===== src/rtl/video_timing_pkg.sv =====
// Shared types and defaults for the programmable video timing generator.
// A timing set is one complete description of line and field geometry plus mode bits.
package video_timing_pkg;

    localparam int VT_CNT_W = 13;

    localparam int VT_DEF_H_ACTIVE  = 1280;
    localparam int VT_DEF_H_FP      = 440;
    localparam int VT_DEF_H_SYNC    = 40;
    localparam int VT_DEF_H_BP      = 220;
    localparam int VT_DEF_V_ACTIVE  = 720;
    localparam int VT_DEF_V_FP      = 5;
    localparam int VT_DEF_V_SYNC    = 5;
    localparam int VT_DEF_V_BP      = 20;
    localparam int VT_DEF_INTERLACE = 0;
    localparam int VT_DEF_HS_POL    = 1;
    localparam int VT_DEF_VS_POL    = 1;

    typedef struct packed {
        logic [VT_CNT_W-1:0] h_active;
        logic [VT_CNT_W-1:0] h_fp;
        logic [VT_CNT_W-1:0] h_sync;
        logic [VT_CNT_W-1:0] h_bp;
        logic [VT_CNT_W-1:0] v_active;
        logic [VT_CNT_W-1:0] v_fp;
        logic [VT_CNT_W-1:0] v_sync;
        logic [VT_CNT_W-1:0] v_bp;
        logic                interlace;
        logic                hs_pol;
        logic                vs_pol;
    } timing_t;

    // Totals use two guard bits so oversize sets cannot wrap into a legal-looking value.
    function automatic logic timing_valid(timing_t t);
        logic [VT_CNT_W+1:0] h_tot;
        logic [VT_CNT_W+1:0] v_tot_p1;
        logic [VT_CNT_W+1:0] lim;
        h_tot    = (VT_CNT_W+2)'(t.h_active) + (VT_CNT_W+2)'(t.h_fp)
                 + (VT_CNT_W+2)'(t.h_sync)   + (VT_CNT_W+2)'(t.h_bp);
        v_tot_p1 = (VT_CNT_W+2)'(t.v_active) + (VT_CNT_W+2)'(t.v_fp)
                 + (VT_CNT_W+2)'(t.v_sync)   + (VT_CNT_W+2)'(t.v_bp)
                 + (VT_CNT_W+2)'(1);
        lim      = {2'b00, {VT_CNT_W{1'b1}}};
        return (t.h_active != '0) && (t.h_sync != '0) &&
               (t.v_active != '0) && (t.v_sync != '0) &&
               (h_tot <= lim) && (v_tot_p1 <= lim);
    endfunction

endpackage


===== src/rtl/video_timing_axis.sv =====
// One timing axis: a wrapping counter with active/sync region decode.
// Region order is active, front porch, sync, back porch, then an optional extra count.
module video_timing_axis #(
    parameter int W = 13
) (
    input  logic         clk,
    input  logic         rst_n,
    input  logic         clear_i,
    input  logic         advance_i,
    input  logic         extra_i,
    input  logic [W-1:0] active_len_i,
    input  logic [W-1:0] fp_len_i,
    input  logic [W-1:0] sync_len_i,
    input  logic [W-1:0] bp_len_i,
    output logic [W-1:0] count_o,
    output logic         active_o,
    output logic         sync_raw_o,
    output logic         last_o
);

    logic [W-1:0] count_q, count_d;
    logic [W+1:0] cnt_w, sync_start, sync_end, last_idx;

    always_comb begin
        cnt_w      = (W+2)'(count_q);
        sync_start = (W+2)'(active_len_i) + (W+2)'(fp_len_i);
        sync_end   = sync_start + (W+2)'(sync_len_i);
        last_idx   = sync_end + (W+2)'(bp_len_i) + (W+2)'(extra_i) - (W+2)'(1);

        active_o   = cnt_w < (W+2)'(active_len_i);
        sync_raw_o = (cnt_w >= sync_start) && (cnt_w < sync_end);
        last_o     = cnt_w == last_idx;

        count_d = count_q;
        if (clear_i) begin
            count_d = '0;
        end else if (advance_i) begin
            count_d = last_o ? '0 : count_q + 1'b1;
        end
    end

    always_ff @(posedge clk or negedge rst_n) begin
        if (!rst_n) begin
            count_q <= '0;
        end else begin
            count_q <= count_d;
        end
    end

    assign count_o = count_q;

endmodule


===== src/rtl/video_timing_gen_prog.sv =====
// Programmable sync generator: staged timing registers applied at frame boundaries,
// registered hsync/vsync/de/field, pixel coordinates and frame/line strobes.
module video_timing_gen_prog
    import video_timing_pkg::*;
#(
    parameter int CNT_W         = VT_CNT_W,
    parameter int DEF_H_ACTIVE  = VT_DEF_H_ACTIVE,
    parameter int DEF_H_FP      = VT_DEF_H_FP,
    parameter int DEF_H_SYNC    = VT_DEF_H_SYNC,
    parameter int DEF_H_BP      = VT_DEF_H_BP,
    parameter int DEF_V_ACTIVE  = VT_DEF_V_ACTIVE,
    parameter int DEF_V_FP      = VT_DEF_V_FP,
    parameter int DEF_V_SYNC    = VT_DEF_V_SYNC,
    parameter int DEF_V_BP      = VT_DEF_V_BP,
    parameter int DEF_INTERLACE = VT_DEF_INTERLACE,
    parameter int DEF_HS_POL    = VT_DEF_HS_POL,
    parameter int DEF_VS_POL    = VT_DEF_VS_POL
) (
    input  logic             pclk,
    input  logic             rst_n,
    input  logic             enable,
    input  logic [CNT_W-1:0] cfg_h_active,
    input  logic [CNT_W-1:0] cfg_h_fp,
    input  logic [CNT_W-1:0] cfg_h_sync,
    input  logic [CNT_W-1:0] cfg_h_bp,
    input  logic [CNT_W-1:0] cfg_v_active,
    input  logic [CNT_W-1:0] cfg_v_fp,
    input  logic [CNT_W-1:0] cfg_v_sync,
    input  logic [CNT_W-1:0] cfg_v_bp,
    input  logic             cfg_interlace,
    input  logic             cfg_hs_pol,
    input  logic             cfg_vs_pol,
    input  logic             cfg_update,
    output logic             cfg_ack,
    output logic             cfg_err,
    output logic             hsync,
    output logic             vsync,
    output logic             de,
    output logic             field,
    output logic [CNT_W-1:0] x,
    output logic [CNT_W-1:0] y,
    output logic             frame_start,
    output logic             line_start
);

    localparam int SW = CNT_W + 2;

    localparam timing_t DEF_SET = '{
        h_active:  VT_CNT_W'(DEF_H_ACTIVE),
        h_fp:      VT_CNT_W'(DEF_H_FP),
        h_sync:    VT_CNT_W'(DEF_H_SYNC),
        h_bp:      VT_CNT_W'(DEF_H_BP),
        v_active:  VT_CNT_W'(DEF_V_ACTIVE),
        v_fp:      VT_CNT_W'(DEF_V_FP),
        v_sync:    VT_CNT_W'(DEF_V_SYNC),
        v_bp:      VT_CNT_W'(DEF_V_BP),
        interlace: 1'(DEF_INTERLACE),
        hs_pol:    1'(DEF_HS_POL),
        vs_pol:    1'(DEF_VS_POL)
    };

    timing_t cfg_in, staging_q, staging_d, shadow_q, shadow_d;
    logic    pending_q, pending_d, cfg_ok, frame_end, apply, restart;
    logic    field_q, field_d;

    logic [CNT_W-1:0] hcnt, vcnt;
    logic             h_act, h_sync_raw, h_last;
    logic             v_act, v_sync_raw, v_last;
    logic [SW-1:0]    hc_w, vc_w, h_half, vs_start, vs_end;
    logic             vs_half_raw, vs_raw;

    logic             ack_q, err_q, hsync_q, hsync_d, vsync_q, vsync_d;
    logic             de_q, de_d, field_o_q, field_o_d;
    logic             fs_q, fs_d, ls_q, ls_d;
    logic [CNT_W-1:0] x_q, x_d, y_q, y_d;

    assign cfg_in = '{
        h_active:  cfg_h_active,
        h_fp:      cfg_h_fp,
        h_sync:    cfg_h_sync,
        h_bp:      cfg_h_bp,
        v_active:  cfg_v_active,
        v_fp:      cfg_v_fp,
        v_sync:    cfg_v_sync,
        v_bp:      cfg_v_bp,
        interlace: cfg_interlace,
        hs_pol:    cfg_hs_pol,
        vs_pol:    cfg_vs_pol
    };

    video_timing_axis #(.W(CNT_W)) u_h_axis (
        .clk         (pclk),
        .rst_n       (rst_n),
        .clear_i     (restart),
        .advance_i   (enable),
        .extra_i     (1'b0),
        .active_len_i(shadow_q.h_active),
        .fp_len_i    (shadow_q.h_fp),
        .sync_len_i  (shadow_q.h_sync),
        .bp_len_i    (shadow_q.h_bp),
        .count_o     (hcnt),
        .active_o    (h_act),
        .sync_raw_o  (h_sync_raw),
        .last_o      (h_last)
    );

    // Field 1 of an interlaced frame carries one extra blanking line after the back porch.
    video_timing_axis #(.W(CNT_W)) u_v_axis (
        .clk         (pclk),
        .rst_n       (rst_n),
        .clear_i     (restart),
        .advance_i   (h_last),
        .extra_i     (shadow_q.interlace & field_q),
        .active_len_i(shadow_q.v_active),
        .fp_len_i    (shadow_q.v_fp),
        .sync_len_i  (shadow_q.v_sync),
        .bp_len_i    (shadow_q.v_bp),
        .count_o     (vcnt),
        .active_o    (v_act),
        .sync_raw_o  (v_sync_raw),
        .last_o      (v_last)
    );

    always_comb begin
        cfg_ok    = timing_valid(cfg_in);
        frame_end = enable & h_last & v_last & (~shadow_q.interlace | field_q);
        apply     = pending_q & (frame_end | ~enable);
        restart   = apply | ~enable;

        // A capture in the apply cycle re-arms pending with the new set.
        shadow_d  = apply ? staging_q : shadow_q;
        staging_d = (cfg_update & cfg_ok) ? cfg_in : staging_q;
        pending_d = pending_q;
        if (cfg_update) begin
            pending_d = cfg_ok;
        end else if (apply) begin
            pending_d = 1'b0;
        end

        field_d = field_q;
        if (restart) begin
            field_d = 1'b0;
        end else if (h_last & v_last) begin
            field_d = shadow_q.interlace & ~field_q;
        end
    end

    // Field-1 vsync is shifted by half a line: compare (line, pixel) positions.
    always_comb begin
        hc_w     = SW'(hcnt);
        vc_w     = SW'(vcnt);
        h_half   = (SW'(shadow_q.h_active) + SW'(shadow_q.h_fp)
                  + SW'(shadow_q.h_sync)   + SW'(shadow_q.h_bp)) >> 1;
        vs_start = SW'(shadow_q.v_active) + SW'(shadow_q.v_fp);
        vs_end   = vs_start + SW'(shadow_q.v_sync);
        vs_half_raw = ((vc_w > vs_start) || ((vc_w == vs_start) && (hc_w >= h_half))) &&
                      ((vc_w < vs_end)   || ((vc_w == vs_end)   && (hc_w <  h_half)));
        vs_raw   = (shadow_q.interlace & field_q) ? vs_half_raw : v_sync_raw;

        de_d      = enable & h_act & v_act;
        hsync_d   = (enable & h_sync_raw) ~^ shadow_q.hs_pol;
        vsync_d   = (enable & vs_raw) ~^ shadow_q.vs_pol;
        field_o_d = enable & field_q;
        x_d       = de_d ? hcnt : '0;
        y_d       = de_d ? vcnt : '0;
        ls_d      = de_d & (hcnt == '0);
        fs_d      = ls_d & (vcnt == '0) & ~field_q;
    end

    always_ff @(posedge pclk or negedge rst_n) begin
        if (!rst_n) begin
            shadow_q  <= DEF_SET;
            staging_q <= DEF_SET;
            pending_q <= 1'b0;
            field_q   <= 1'b0;
            ack_q     <= 1'b0;
            err_q     <= 1'b0;
            hsync_q   <= ~DEF_SET.hs_pol;
            vsync_q   <= ~DEF_SET.vs_pol;
            de_q      <= 1'b0;
            field_o_q <= 1'b0;
            x_q       <= '0;
            y_q       <= '0;
            fs_q      <= 1'b0;
            ls_q      <= 1'b0;
        end else begin
            shadow_q  <= shadow_d;
            staging_q <= staging_d;
            pending_q <= pending_d;
            field_q   <= field_d;
            ack_q     <= apply;
            err_q     <= cfg_update & ~cfg_ok;
            hsync_q   <= hsync_d;
            vsync_q   <= vsync_d;
            de_q      <= de_d;
            field_o_q <= field_o_d;
            x_q       <= x_d;
            y_q       <= y_d;
            fs_q      <= fs_d;
            ls_q      <= ls_d;
        end
    end

    assign cfg_ack     = ack_q;
    assign cfg_err     = err_q;
    assign hsync       = hsync_q;
    assign vsync       = vsync_q;
    assign de          = de_q;
    assign field       = field_o_q;
    assign x           = x_q;
    assign y           = y_q;
    assign frame_start = fs_q;
    assign line_start  = ls_q;

endmodule


===== config.mk =====
export PLATFORM = sky130hd
export DESIGN_NAME = video_timing_gen_prog
export DESIGN_NICKNAME = d
export VERILOG_FILES = /design/src/rtl/video_timing_pkg.sv /design/src/rtl/video_timing_axis.sv /design/src/rtl/video_timing_gen_prog.sv
export SDC_FILE = /design/constraint.sdc
export NUM_CORES = 1
export LEC_CHECK = 0
export ABC_CLOCK_PERIOD_IN_PS = 7010
export CORE_UTILIZATION = 35
export CTS_CLUSTER_DIAMETER = 120
export DETAILED_ROUTE_END_ITERATION = 16
export PLACE_DENSITY = 0.58
export SLEW_MARGIN = 20
export SYNTH_ARGS = -nofsm -noshare
export SYNTH_HDL_FRONTEND = slang
export SYNTH_HIERARCHICAL = 1
export SYNTH_SLANG_ARGS = --single-unit
export TNS_END_PERCENT = 50

===== constraint.sdc =====
create_clock -name pclk -period 7.01 [get_ports pclk]
set_input_delay 0.701 -clock pclk [delete_from_list [all_inputs] [get_ports pclk]]
set_output_delay 0.701 -clock pclk [all_outputs]
set_load 0.02 [all_outputs]

==> out/metrics.csv <==
metric,value,unit
portBuffers,144,
drive_gt1_share,13.7,%
place_ws,-0.138,ns
cp_data_arrival_time,7.22,ns
reg2reg_depth,33,
die-area,64300,µm²
antenna_found_initial,2,
path_class,register to register,
numCtsBuffers,31,
relSlewSlack,33.4,%
syn-cell-area,22200,µm²
area_growth_syn_to_layout,18.8,%
clk_pin_slew,0.07,ns
status,completed,
synthFlopType,dfrtp_1,
clock_skew,0.0125,ns
grt_max_degree,181,
crit_path_start_kind,register,
critPathMaxFanout,14,
drt-initial-drc-count,1244,
design_area,26300,µm²
syn-mean-instance-area,9.51,µm²
finalSetupViolCount,0,
dpl_cell_area,25000,µm²
num_vias,17600,
hpwlAfterDp,48.6,mm
ys_ff_latch,276,
synth_edf_count,0,
slowest_stage,or4_1,
grtUsageTotal,19.2,%
synth_nets,2799,
rows,91,
n_fill_cell,6107,
cpPeakStageDelay,0.53,ns
tritoncts,done,
period_needed,6.74,ns
ys_async_sr_fraction,100,%
clock-sinks,276,
slew_viol_final,0,
fin_crit_sh,96.2,%
io_pins,145,
hold_buffers,0,
worstSkewPairLatency,0.59,ns
cts_root_buffer,clkbuf_16,
drt-total-wl,61.0,mm
cp-end-kind,register,
grt_pass1_vias,18000,
finalNetCount,3002,
gp_congestion,0.876,
grt_overflow,0,
cap_violations,0,
die_h,254,µm
required,7.49,ns
ys_types,96,
fmax,0.148,GHz
firstDrtPassIters,5,
hold_class,input pin to async pin,
worst_slew_pin_slew,0.999,ns
avgRoutedWirePerCell,18.0,µm
core,62200,µm²
postRouteAntennaNets,0,
yosysWarnings,6,
setup_slack,0.266,ns
cts_buffer_depth,3,
ys_seq_area_share,31.5,%
vias_per_cell,5.18,
finalHoldViolations,0,
drc,0,
start_util,35.6,%
htreeDepth,1,
fp.dieW,254,µm
synth_cells,2329,
grt_pass1_wl,97.5,mm
==> cell usage after synthesis (6+ instances only) <==
library cell	n	area share (%)
a22oi_1	10	0.34
nor3b_1	6	0.20
nor2b_1	22	0.62
ha_1	273	15
a21o_1	48	1.6
dfrtp_1	224	25
mux2_2	89	4.5
clkbuf_1	36	0.61
o211ai_1	21	0.71
o2111ai_1	6	0.24
a31oi_1	8	0.23
nand2_1	324	5.5
nand4_1	19	0.54
a211oi_1	17	0.58
dfstp_2	52	6.2
a21oi_1	118	2.7
nor3_1	31	0.70
inv_1	217	3.7
nand2b_1	43	1.2
nand3_1	38	0.86
xnor2_1	72	2.8
o21ai_0	116	2.6
and2_1	32	0.90
o22ai_1	7	0.20
buf_4	10	0.34
and3_1	17	0.48
a211o_1	10	0.40
o21a_1	28	0.95
o21ai_1	16	0.36
mux2_1	19	0.97
nor4_1	20	0.56
xor2_1	57	2.3
or3_1	13	0.37
or2_2	12	0.34
o21bai_1	15	0.51
fa_1	86	7.8
buf_2	6	0.14
nor2_1	83	1.4
==> metrics by stage <==
| stage | instances | TNS (ns) | hold WS [ns] | utilization (%) |
|---|---|---|---|---|
| 2_1_floorplan | 2329 | 0 | 0.405 | - |
| 3_3_place_gp | 3326 | 0 | 0.443 | 40.3 |
| 3_5_place_dp | 3326 | -2.26 | 0.447 | 40.3 |
| 4_1_cts | 3383 | 0 | 0.169 | 41.9 |
| 5_1_grt | 3394 | -0.226 | 0.209 | 42.3 |
| 6_report | 3395 | 0 | 0.149 | 42.3 |
==> layout make-up <==
cell class / count / area (µm²) / share of cell area [%]
Clock inverter: 14 / 138 / 0.523
Clock buffer: 43 / 851 / 3.23
Antenna cell: 2 / 5.00 / 0.0190
Sequential cell: 276 / 6970 / 26.5
Timing Repair Buffer: 227 / 2150 / 8.16
Tap cell: 837 / 1050 / 3.98
Inverter: 218 / 821 / 3.12
Multi-Input combinational cell: 1778 / 14300 / 54.5
==> repair_timing <==
item                                    in CTS  in global routing
gates cloned                                 0                  0
buffers inserted                             0                 10
gates resized for setup                      5                 42
hold endpoints to repair                     0                  0
pin swaps                                    0                 36
endpoints found under the setup margin      23                135
==> worst max-delay path: cells and delay by family, from the launching register on <==
kind | cells | cell delay, ns
flip-flops | 1 | 0.38
AO/OA/AOI/OAI | 14 | 2.29
AND/OR/NAND/NOR | 9 | 1.83
buffers and inverters | 2 | 0.30
adder cells (fa/ha/maj) | 4 | 1.24
XOR/XNOR | 4 | 0.58
==> state kept, by name, indices dropped and copies added (netlist names) <==
signal            count
field                 1
pending_q             1
field_q               1
cfg_ack               1
de                    1
hsync                 1
u_v_axis/count_o     13
frame_start           1
cfg_err               1
y                    13
x                    13
staging_q           107
vsync                 1
shadow_q            107
u_h_axis/count_o     13
line_start            1
==> logic make-up after synthesis <==
group	share of synthesized area, %
xor+xnor	5.38
mux	5.73
compound gates	14.3
fa+ha+maj	23.4
buf+inv	5.00
flops	31.5
other cells	0.0169
simple gates	14.6
==> cells in the final DEF, fill, tap and decap left out, drive strengths merged, types with 52 or more instances in the layout <==
cell type,Yosys,layout
fa,86,86
o21ai,132,132
mux2,108,108
dfrtp,224,224
xnor2,73,73
clkdlybuf4s50,0,143
nand2,324,324
xor2,57,57
dfstp,52,52
a21oi,119,119
buf,21,84
nor2,83,83
ha,273,273
inv,217,220
==> worst paths after layout <==
path	start	to	slack [ns]
max in group asynchronous	rst_n	staging_q[17]$_DFFE_PN0P_	5.41
setup / recovery	shadow_q[42]$_DFFE_PN0P_	u_v_axis/count_o[5]$_DFFE_PN0P_	0.27
setup reg to reg	shadow_q[42]$_DFFE_PN0P_	u_v_axis/count_o[5]$_DFFE_PN0P_	0.27
hold / removal	rst_n	staging_q[60]$_DFFE_PN0P_	0.15
min in group pclk	staging_q[48]$_DFFE_PN1P_	shadow_q[48]$_DFFE_PN1P_	0.45
hold reg to reg	staging_q[48]$_DFFE_PN1P_	shadow_q[48]$_DFFE_PN1P_	0.45
==> metal layers <==
metal,track usage [%],vias up,wire length [µm]
li1,-,8505,-
met1,27.9,8643,30200
met2,30.4,345,27000
met3,1.94,77,2520
met4,4.80,0,1340
met5,0,-,0
Power is not shown: default switching activity piles up to over one toggle a cycle in this logic, so the estimate is an artifact.
